[src/rtl/reset_sequencer.sv]
// Releases STAGES downstream reset domains in index order after the PLL-lock reset.
// It reports all_ready or a fault. The optional retry-on-timeout is enabled by RESET_SEQ_RETRY_EN.
module reset_sequencer #(
    parameter int unsigned STAGES      = 4,
    parameter int unsigned STAGE_DELAY = 16,
    parameter int unsigned TIMEOUT     = 1024
) (
    input  logic                                       clock,
    input  logic                                       reset,
    input  logic                                       restart,
    input  logic [STAGES-1:0]                          stage_ready,
    output logic [STAGES-1:0]                          stage_reset,
    output logic                                       all_ready,
    output logic                                       fault,
`ifdef RESET_SEQ_RETRY_EN
    output logic [1:0]                                 retry_count,
`endif
    output logic [(STAGES > 1 ? $clog2(STAGES) : 1)-1:0] fault_stage
);

    localparam int unsigned IDX_W   = (STAGES > 1) ? $clog2(STAGES) : 1;
    localparam int unsigned CNT_MAX = (TIMEOUT > STAGE_DELAY) ? TIMEOUT : STAGE_DELAY;
    localparam int unsigned CNT_W   = $clog2(CNT_MAX);

    localparam logic [CNT_W-1:0] DELAY_LAST   = CNT_W'(STAGE_DELAY - 1);
    localparam logic [CNT_W-1:0] TIMEOUT_LAST = CNT_W'(TIMEOUT - 1);
    localparam logic [IDX_W-1:0] IDX_LAST     = IDX_W'(STAGES - 1);

    typedef enum logic [2:0] {
        ST_HOLD,
        ST_DELAY,
        ST_WAIT,
        ST_RUN,
        ST_FAULT
    } state_t;

    state_t             state_q, state_d;
    logic [IDX_W-1:0]   idx_q, idx_d;
    logic [CNT_W-1:0]   cnt_q, cnt_d;
    logic [STAGES-1:0]  stage_reset_d;
    logic               all_ready_d;
    logic               fault_d;
    logic [IDX_W-1:0]   fault_stage_d;

    logic               ready_sel;
    logic [IDX_W-1:0]   lost_idx;
    logic               delay_done;
    logic               timed_out;
    logic               ready_lost;
    logic               restart_take;
    logic               retry_ok;

`ifdef RESET_SEQ_RETRY_EN
    logic [1:0]         retry_q, retry_d;
    assign retry_count = retry_q;
    assign retry_ok    = (retry_q != 2'd3);
`else
    assign retry_ok    = 1'b0;
`endif

    assign delay_done   = (cnt_q == DELAY_LAST);
    assign timed_out    = (cnt_q == TIMEOUT_LAST);
    assign ready_lost   = ~&stage_ready;
    assign restart_take = restart && ((state_q == ST_RUN) || (state_q == ST_FAULT));

    // Ready of the stage being waited on, and lowest-index stage that dropped ready.
    always_comb begin
        ready_sel = 1'b0;
        lost_idx  = '0;
        for (int i = int'(STAGES) - 1; i >= 0; i--) begin
            if (IDX_W'(i) == idx_q) ready_sel = stage_ready[i];
            if (!stage_ready[i])    lost_idx  = IDX_W'(i);
        end
    end

    // State and output registers.
    always_ff @(posedge clock) begin
        if (reset) begin
            state_q     <= ST_HOLD;
            idx_q       <= '0;
            cnt_q       <= '0;
            stage_reset <= '1;
            all_ready   <= 1'b0;
            fault       <= 1'b0;
            fault_stage <= '0;
`ifdef RESET_SEQ_RETRY_EN
            retry_q     <= 2'd0;
`endif
        end else begin
            state_q     <= state_d;
            idx_q       <= idx_d;
            cnt_q       <= cnt_d;
            stage_reset <= stage_reset_d;
            all_ready   <= all_ready_d;
            fault       <= fault_d;
            fault_stage <= fault_stage_d;
`ifdef RESET_SEQ_RETRY_EN
            retry_q     <= retry_d;
`endif
        end
    end

    // Next-state logic.
    always_comb begin
        state_d = state_q;
        idx_d   = idx_q;
        cnt_d   = cnt_q;
        if (restart_take) begin
            state_d = ST_HOLD;
            idx_d   = '0;
            cnt_d   = '0;
        end else begin
            case (state_q)
                ST_HOLD: begin
                    state_d = ST_DELAY;
                    cnt_d   = '0;
                end
                ST_DELAY: begin
                    if (delay_done) begin
                        state_d = ST_WAIT;
                        cnt_d   = '0;
                    end else begin
                        cnt_d = cnt_q + CNT_W'(1);
                    end
                end
                ST_WAIT: begin
                    if (ready_sel) begin
                        if (idx_q == IDX_LAST) begin
                            state_d = ST_RUN;
                        end else begin
                            state_d = ST_DELAY;
                            idx_d   = idx_q + IDX_W'(1);
                            cnt_d   = '0;
                        end
                    end else if (timed_out) begin
                        if (retry_ok) begin
                            state_d = ST_HOLD;
                            idx_d   = '0;
                            cnt_d   = '0;
                        end else begin
                            state_d = ST_FAULT;
                        end
                    end else begin
                        cnt_d = cnt_q + CNT_W'(1);
                    end
                end
                ST_RUN: begin
                    if (ready_lost) state_d = ST_FAULT;
                end
                ST_FAULT: begin
                    state_d = ST_FAULT;
                end
                default: begin
                    state_d = ST_HOLD;
                    idx_d   = '0;
                    cnt_d   = '0;
                end
            endcase
        end
    end

    // Next values of the registered outputs.
    always_comb begin
        stage_reset_d = stage_reset;
        all_ready_d   = all_ready;
        fault_d       = fault;
        fault_stage_d = fault_stage;
`ifdef RESET_SEQ_RETRY_EN
        retry_d       = retry_q;
`endif
        if (restart_take) begin
            stage_reset_d = '1;
            all_ready_d   = 1'b0;
            fault_d       = 1'b0;
            fault_stage_d = '0;
`ifdef RESET_SEQ_RETRY_EN
            retry_d       = 2'd0;
`endif
        end else begin
            case (state_q)
                ST_HOLD: begin
                    stage_reset_d = '1;
                end
                ST_DELAY: begin
                    if (delay_done) begin
                        for (int i = 0; i < int'(STAGES); i++) begin
                            if (IDX_W'(i) == idx_q) stage_reset_d[i] = 1'b0;
                        end
                    end
                end
                ST_WAIT: begin
                    if (ready_sel) begin
                        if (idx_q == IDX_LAST) begin
                            all_ready_d = 1'b1;
`ifdef RESET_SEQ_RETRY_EN
                            retry_d     = 2'd0;
`endif
                        end
                    end else if (timed_out) begin
                        stage_reset_d = '1;
                        if (retry_ok) begin
`ifdef RESET_SEQ_RETRY_EN
                            retry_d = retry_q + 2'd1;
`endif
                        end else begin
                            fault_d       = 1'b1;
                            all_ready_d   = 1'b0;
                            fault_stage_d = idx_q;
                        end
                    end
                end
                ST_RUN: begin
                    if (ready_lost) begin
                        stage_reset_d = '1;
                        all_ready_d   = 1'b0;
                        fault_d       = 1'b1;
                        fault_stage_d = lost_idx;
                    end
                end
                default: begin
                    stage_reset_d = stage_reset;
                end
            endcase
        end
    end

endmodule
[config.mk]
export PLATFORM = sky130hd
export DESIGN_NAME = reset_sequencer
export DESIGN_NICKNAME = d
export VERILOG_FILES = /design/src/rtl/reset_sequencer.sv
export SDC_FILE = /design/constraint.sdc
export NUM_CORES = 1
export LEC_CHECK = 0
export ABC_AREA = 1
export CAP_MARGIN = 20
export CORE_MARGIN = 8
export CORE_UTILIZATION = 46
export DETAILED_ROUTE_END_ITERATION = 6
export PLACE_DENSITY = 0.7
export SYNTH_ARGS = -nofsm -noshare
export SYNTH_HDL_FRONTEND = slang
export SYNTH_SLANG_ARGS = --single-unit
[constraint.sdc]
create_clock -name clock -period 1.9 [get_ports clock]
set_input_delay 0.19 -clock clock [delete_from_list [all_inputs] [get_ports clock]]
set_output_delay 0.19 -clock clock [all_outputs]
set_load 0.02 [all_outputs]
==> results of run 1 <==
==> worst register-to-register path, stage by stage, from the launching register on <==
cell and delay, ps:
dfxtp_2 360, inv_1 130, ha_1 190, inv_1 50
nand3_1 60, nand3_1 60, nand2_1 110, nand3_2 150
nand2_2 120, nand2_2 110, nand2_8 130, nand2_1 60
nand2_1 50, nor2_1 40
==> cell families after synthesis <==
group	count (synthesis)
buffers and inverters	29
and+or+nand+nor	130
DFF	23
xor gates and xnor gates	3
AOI/OAI and AO/OA	31
adders and majority gates	5
==> registers in the layout, summed over array words and instances (netlist names) <==
name and cells:
cnt_q 10, stage_reset 4, state_q 3, fault_stage 2, idx_q 2, all_ready 1, fault 1
==> layer usage <==
metal	track usage (%)	vias to the layer above	routed length (um)	share of wire (%)
met2	22.4	19	1490	47
li1	-	754	-	-
met5	0	-	0	0
met4	5.22	0	79	2.5
met1	16.3	606	1460	46
met3	3.77	8	128	4.0
==> timing repair <==
item | CTS | global route
resized for setup | 0 | 7
endpoints found under the setup margin | 0 | 11
buffers inserted | 0 | 0
endpoints found under the hold margin | 0 | 0
==> cell usage in the layout, fill, tap and decap left out, types with 5 or more instances in the layout <==
master / instances
clkdlybuf4s50_1: 14
a21oi_1: 20
nor2_1: 31
inv_1: 25
ha_1: 5
buf_4: 7
o21ai_0: 7
nand2_1: 61
dfxtp_1: 21
nand3_1: 19
==> how the worst max path moves through the flow <==
stage	cells past startpoint	startpoint	to	slack (ps)
2_1_floorplan	11	idx_q[0]$_SDFFE_PP0P_	stage_reset[0]$_SDFFE_PP1P_	280
3_3_place_gp	11	idx_q[1]$_SDFFE_PP0P_	stage_reset[2]$_SDFFE_PP1P_	120
3_5_place_dp	12	idx_q[0]$_SDFFE_PP0P_	stage_reset[3]$_SDFFE_PP1P_	120
4_1_cts	11	idx_q[1]$_SDFFE_PP0P_	stage_reset[3]$_SDFFE_PP1P_	90
5_1_grt	13	idx_q[0]$_SDFFE_PP0P_	cnt_q[3]$_SDFFE_PP0P_	-8
6_report	13	idx_q[0]$_SDFFE_PP0P_	cnt_q[0]$_SDFFE_PP0P_	180
==> power by group <==
| group | total [mW] | switching (mW) | internal (mW) |
|---|---|---|---|
| clock | 0.245 | 0.166 | 0.0791 |
| combinational | 1.28 | 0.793 | 0.487 |
| sequential | 0.711 | 0.104 | 0.606 |
==> stage by stage <==
| stage | area, sq um | hold slack (ps) | util (%) | setup slack (ps) |
|---|---|---|---|---|
| after floorplan | 1420 | 350 | - | 281 |
| after global placement | 1630 | 441 | 54.4 | 119 |
| after detailed placement | 1630 | 448 | 54.4 | 123 |
| after CTS | 1660 | 466 | 55.3 | 94.7 |
| after global routing | 1680 | 491 | 56.0 | -8.11 |
| final | 1680 | 462 | 56.0 | 182 |
==> final cells by class <==
class                   count  area [sq um]
clock inverters             1          5.00
flip-flops and latches     23           463
multi-input cells         169           856
clock buffers               3          22.5
well taps                  33          41.3
fillers                   320          1320
repair buffers             21           193
inverters                  27           101
==> out/metrics.yaml, run 1 <==
drt_iter0_markers: 87
clkTransAtPathRegs_ps: 140
rr_endpoint: "cnt_q[0]$_SDFFE_PP0P_"
r2r_start: "idx_q[0]$_SDFFE_PP0P_"
critPathKind: "flip-flop to flip-flop"
syn_avg_cell_area_sq_um: 6.43
hp-class: "flip-flop to flip-flop"
clk_latency_ps: 330
dieArea_sq_um: 5120
reg2reg_slack_ps: 180
synth-adder-area-share_pct: 4.40
synthTopCellsByArea: "dfxtp_1, nand2_1, nor2_1, a21oi_1, nand3_1"
ant_nets: 0
synth-compound-area-share_pct: 12.2
area_growth_pct: 18.3
p_leak_nw: 0.723
die_h_um: 71.6
grtUsageTotal_pct: 13.6
grt_max_degree: 15
ys_warn_count: 0
synth_top_area_share_pct: 32.4
worstHoldStart: "fault$_SDFFE_PP0P_"
cts_buffer_depth: 2
place.detailed.hpwl_um: 2360
ys_seq_area_share_pct: 32.4
slew_viol_final: 0
pin_count: 15
path_buf_inv: 2
overflow: 0
cp.required_ps: 2130
fin_setup_tns_ps: 0
crit_path_start_kind: "flip-flop"
min_period_ps: 1720
cpLargestDelayFamily: "simple AND/OR/NAND/NOR gates"
vias: 1387
synthSimpleGateAreaFrac_pct: 40.4
final_cells: 277
power_mw: 2.24
hold_depth: 2
hold_buffers: 0
synth_edf_count: 0
worst_pin_slew_ps: 354
grt_setup_unrepaired: "true"
grt_antenna_before_repair: 0
dp_cells: 273
post-route-period-util_pct: 90.4
slowest_stage: "dfxtp_2"
initial_utilization_pct: 47.3
drive_above_1_share_pct: 12.3
finalNetCount: 257
cts_sinks: 23
peakVddDrop_mv: 0.637
syn_inst: 221
syn_nets: 233
gp_congestion: 0.840
yosys_register_bits: 23
setup_violations: 0
cts_buffers: 3
yosysMostFrequentCell: "nand2_1"
crit_chain: "inv_1 > ha_1 > inv_1 > nand3_1 > nand3_1 > nand2_1 > nand3_2 > nand2_2 > nand2_2 > nand2_8 > nand2_1 > nand2_1 > nor2_1"
cts_tree: "yes"
design.core.area_sq_um: 3000
cts-root-buf: "clkbuf_4"
relSlewSlack_pct: 76.4
port_buffers: 14
rows: 20
fp.dieW_um: 71.6
ys_top_cells_by_count: "nand2_1, nor2_1, inv_1"
synth_top_family_by_area: "simple AND/OR/NAND/NOR gates"
timing.fmax_mhz: 582
synth-main-ff-cell: "dfxtp_1"
status: "complete, no violations"
async_flop_share_pct: 0
min_to: "fault$_SDFFE_PP0P_"
drv_cap: 0
worst-path-max-fanout: 14
wl_per_cell_um: 11.4
slowest_delay_ps: 360
antennaDiodeCount: 0
rr_worst_depth: 13
firstDrtPassIters: 4
powerDensity_nw_per_um2: 1330
syn_area_sq_um: 1420
final-hold-violation-count: 0
routed_via_density: 5.01
yosys.area.top_type: "dfxtp_1"
grt_pass1_wl_um: 5740
drt_wl_total_um: 3160
drc: 0
synthMuxAreaShare_pct: 0
synth-xor-area-share_pct: 1.85
skew_ps: 11.5
arrival_ps: 1950
crit_top_cell: "nand2_1"
grt_pass1_vias: 1303
endpoint_kind: "flip-flop"
htree_levels: 1
yosys.cell_types.count: 24
Power figures use the tool's default switching activity.
==> run 2, diff against run 1 <==
--- a/config.mk
+++ b/config.mk
@@ -5,9 +5,9 @@
 export SDC_FILE = /design/constraint.sdc
 export NUM_CORES = 1
 export LEC_CHECK = 0
-export ABC_AREA = 1
+export ABC_AREA = 0
 export CAP_MARGIN = 20
-export CORE_MARGIN = 8
+export CORE_MARGIN = 2
 export CORE_UTILIZATION = 46
 export DETAILED_ROUTE_END_ITERATION = 6
 export PLACE_DENSITY = 0.7
==> out/metrics.yaml, run 2 <==
p_switching_mw: 0.242  # -77%
nFillCells: 215  # -33%
cts-root-buf: "clkbuf_4"
crit_start: "idx_q[1]$_SDFFE_PP0P_"
setup_violations: 21  # +21
rows: 19  # -5.0%
violations: "setup timing"
place.detailed.hpwl_um: 2590  # +9.7%
overflow: 0  # unchanged
pin_count: 15  # unchanged
ys_seq_area_share_pct: 35.1  # +2.7 points
routed_via_density: 5.89  # +18%
hp-class: "flip-flop to flip-flop"
drt_wl_total_um: 3940  # +25%
crit_path_start_kind: "flip-flop"
largest_reg_flops: 10  # unchanged
cts_sinks: 23  # unchanged
drive_above_1_share_pct: 34.5  # +22 points
reg2reg_slack_ps: -220  # -400 ps
cts_buffers: 3  # unchanged
slew_viol_final: 0  # unchanged
drt_iter0_markers: 81  # -6.9%
vias: 1479  # +6.6%
worstHoldStart: "stage_reset[2]$_SDFFE_PP1P_"
cp.required_ps: 2150  # +20 ps
min_to: "stage_reset[2]$_SDFFE_PP1P_"
p_leak_nw: 0.809  # +12%
grt_setup_unrepaired: "true"
cts_buffer_depth: 2  # unchanged
syn_area_sq_um: 1310  # -7.7%
post-route-period-util_pct: 112  # +21 points
top_layer: "met4"
power_mw: 0.880  # -61%
grt_max_degree: 14  # -1
met2WireLength_um: 2040  # +37%
yosys.area.top_type: "dfxtp_1"
yosys_register_bits: 23  # unchanged
synth-main-ff-cell: "dfxtp_1"
worst-path-max-fanout: 5  # -9
peakVddDrop_mv: 0.420  # -34%
fp.dieW_um: 57.4  # -20%
powerDensity_nw_per_um2: 445  # -67%
dieArea_sq_um: 3300  # -36%
hold_depth: 2  # unchanged
skew_ps: 3.28  # -8.21 ps
seqCellArea_sq_um: 468  # +1.1%
syn_inst: 165  # -25%
yosys.cell_types.count: 42  # +75%
r2r_start: "idx_q[1]$_SDFFE_PP0P_"
ant_nets: 0  # unchanged
ys_warn_count: 0  # unchanged
worst_pin_slew_ps: 437  # +83.8 ps
syn_nets: 177  # -24%
rr_endpoint: "cnt_q[4]$_SDFFE_PP0P_"
p_int_mw: 0.638  # -46%
grtUsageTotal_pct: 24.0  # +10 points
dp_cells: 240  # -12%
relSlewSlack_pct: 70.8  # -5.6 points
final_cells: 251  # -9.4%
share_comb_of_total_power_pct: 16.5  # -41 points
p_clk_share_pct: 27.5  # +17 points
drv_cap: 0  # unchanged
wl_met3_um: 162  # +27%
port_buffers: 14  # unchanged
ys_top_cells_by_count: "dfxtp_1, nand2_1, a21oi_1"
layout_commonest_cell: "buf_4"
synth_top_area_share_pct: 35.1  # +2.7 points
finalNetCount: 233  # -9.3%
drc: 0  # unchanged
design.core.area_sq_um: 2730  # -9.0%
cts_tree: "yes"
grt_pass1_wl_um: 6290  # +9.6%
htree_levels: 1  # unchanged
die_h_um: 57.4  # -20%
min_period_ps: 2120  # +402 ps
timing.final.ws_setup_ps: -220  # -402 ps
layout_common_cells: "buf_4, nand2_1, dfxtp_1, clkdlybuf4s50_1, nor2_1"
rr_worst_depth: 8  # -5
arrival_ps: 2370  # +420 ps
initial_utilization_pct: 48.0  # +0.68 points
firstDrtPassIters: 5  # +1
endpoint_kind: "flip-flop"
status: "complete, but fails checks"
synth_edf_count: 0  # unchanged
synthTopCellsByArea: "dfxtp_1, nand2_1, a21oi_1, ha_1, o22ai_1"
async_flop_share_pct: 0  # unchanged
largest_registers: "cnt_q: 10 flops, stage_reset: 4 flops, state_q: 3 flops"
multi_input_area_sq_um: 898  # +5.0%
critPathKind: "flip-flop to flip-flop"
syn_avg_cell_area_sq_um: 7.95  # +24%
clkTransAtPathRegs_ps: 130  # about the same
final-hold-violation-count: 0  # unchanged
met1_length_um: 1670  # +14%
grt_pass1_vias: 1409  # +8.1%
antennaDiodeCount: 0  # unchanged
p_seq_share_pct: 56.0  # +24 points
grt_antenna_before_repair: 0  # unchanged
power_switching_share_pct: 27.5  # -20 points
area_growth_pct: 50.7
gp_congestion: 0.820  # -2.4%
wl_per_cell_um: 15.7  # +38%
place_area_sq_um: 1780  # +9.2%
postLayoutCellArea_sq_um: 1980  # +18%
top_register: "cnt_q"
clk_latency_ps: 330  # about the same
timing.fmax_mhz: 472  # -19%
[run 2: worst max path at each step]
stage | slack (ps) | end | cells past startpoint
after floorplan | -140 | cnt_q[4]$_SDFFE_PP0P_ | 9
after global placement | -200 | cnt_q[5]$_SDFFE_PP0P_ | 8
after detailed placement | -220 | cnt_q[8]$_SDFFE_PP0P_ | 8
after CTS | -180 | cnt_q[4]$_SDFFE_PP0P_ | 8
after global routing | -310 | cnt_q[4]$_SDFFE_PP0P_ | 8
final | -220 | cnt_q[4]$_SDFFE_PP0P_ | 8
[run 2: metal layers]
metal  up-vias  track usage (%)
met5         -                0
met4         0             9.30
met3         7             2.49
met2        44             42.0
met1       723             29.9
li1        705                -
[run 2: worst max-delay path, cell delays in order, from the launching register on]
cell	delay, ps
dfxtp_4	410
inv_4	60
ha_4	160
nor3b_4	140
a211o_1	330
mux2_4	320
a21o_1	200
nand2b_4	190
o32ai_2	240
[run 2: through the flow]
| step | worst slack (ps) | hold slack (ps) | utilization (%) | TNS, ps |
|---|---|---|---|---|
| 5_1_grt | -311 | 525 | 72.4 | -4650 |
| 3_5_place_dp | -222 | 458 | 65.2 | -2540 |
| 3_3_place_gp | -200 | 446 | 65.2 | -1830 |
| 2_1_floorplan | -143 | 398 | - | -1250 |
| 6_report | -220 | 472 | 72.4 | -2580 |
| 4_1_cts | -175 | 476 | 68.4 | -1630 |
[run 2: logic make-up after synthesis]
kind of cell	count (synthesis)	synth area share [%]
AOI/OAI and AO/OA	45	22.8
adders and majority gates	5	4.77
buffers and inverters	18	5.91
DFF	23	35.1
muxes	3	2.67
and+or+nand+nor	71	28.8
[run 2: cell type report]
class / instances / share of cell area (%)
Clock inverter: 1 / 0.253
Tap cell: 31 / 1.96
Timing Repair Buffer: 58 / 25.2
Multi-Input combinational cell: 124 / 45.4
Clock buffer: 3 / 1.14
Sequential cell: 23 / 23.7
Inverter: 11 / 2.34
[run 2: timing repair]
action,CTS,global route
hold endpoints to repair,0,0
pin swaps,4,8
resized for setup,7,16
hold buffers,0,0
setup endpoints to repair,21,21
buffers inserted,4,3
[run 2: power by group through the flow]
stage / sequential (mW) / combinational (mW) / clock (mW)
floorplan: 0.504 / 0.0681 / 0
global placement: 0.506 / 0.121 / 0
detailed placement: 0.506 / 0.124 / 0
CTS: 0.495 / 0.126 / 0.238
global route: 0.495 / 0.154 / 0.265
finish: 0.493 / 0.145 / 0.242
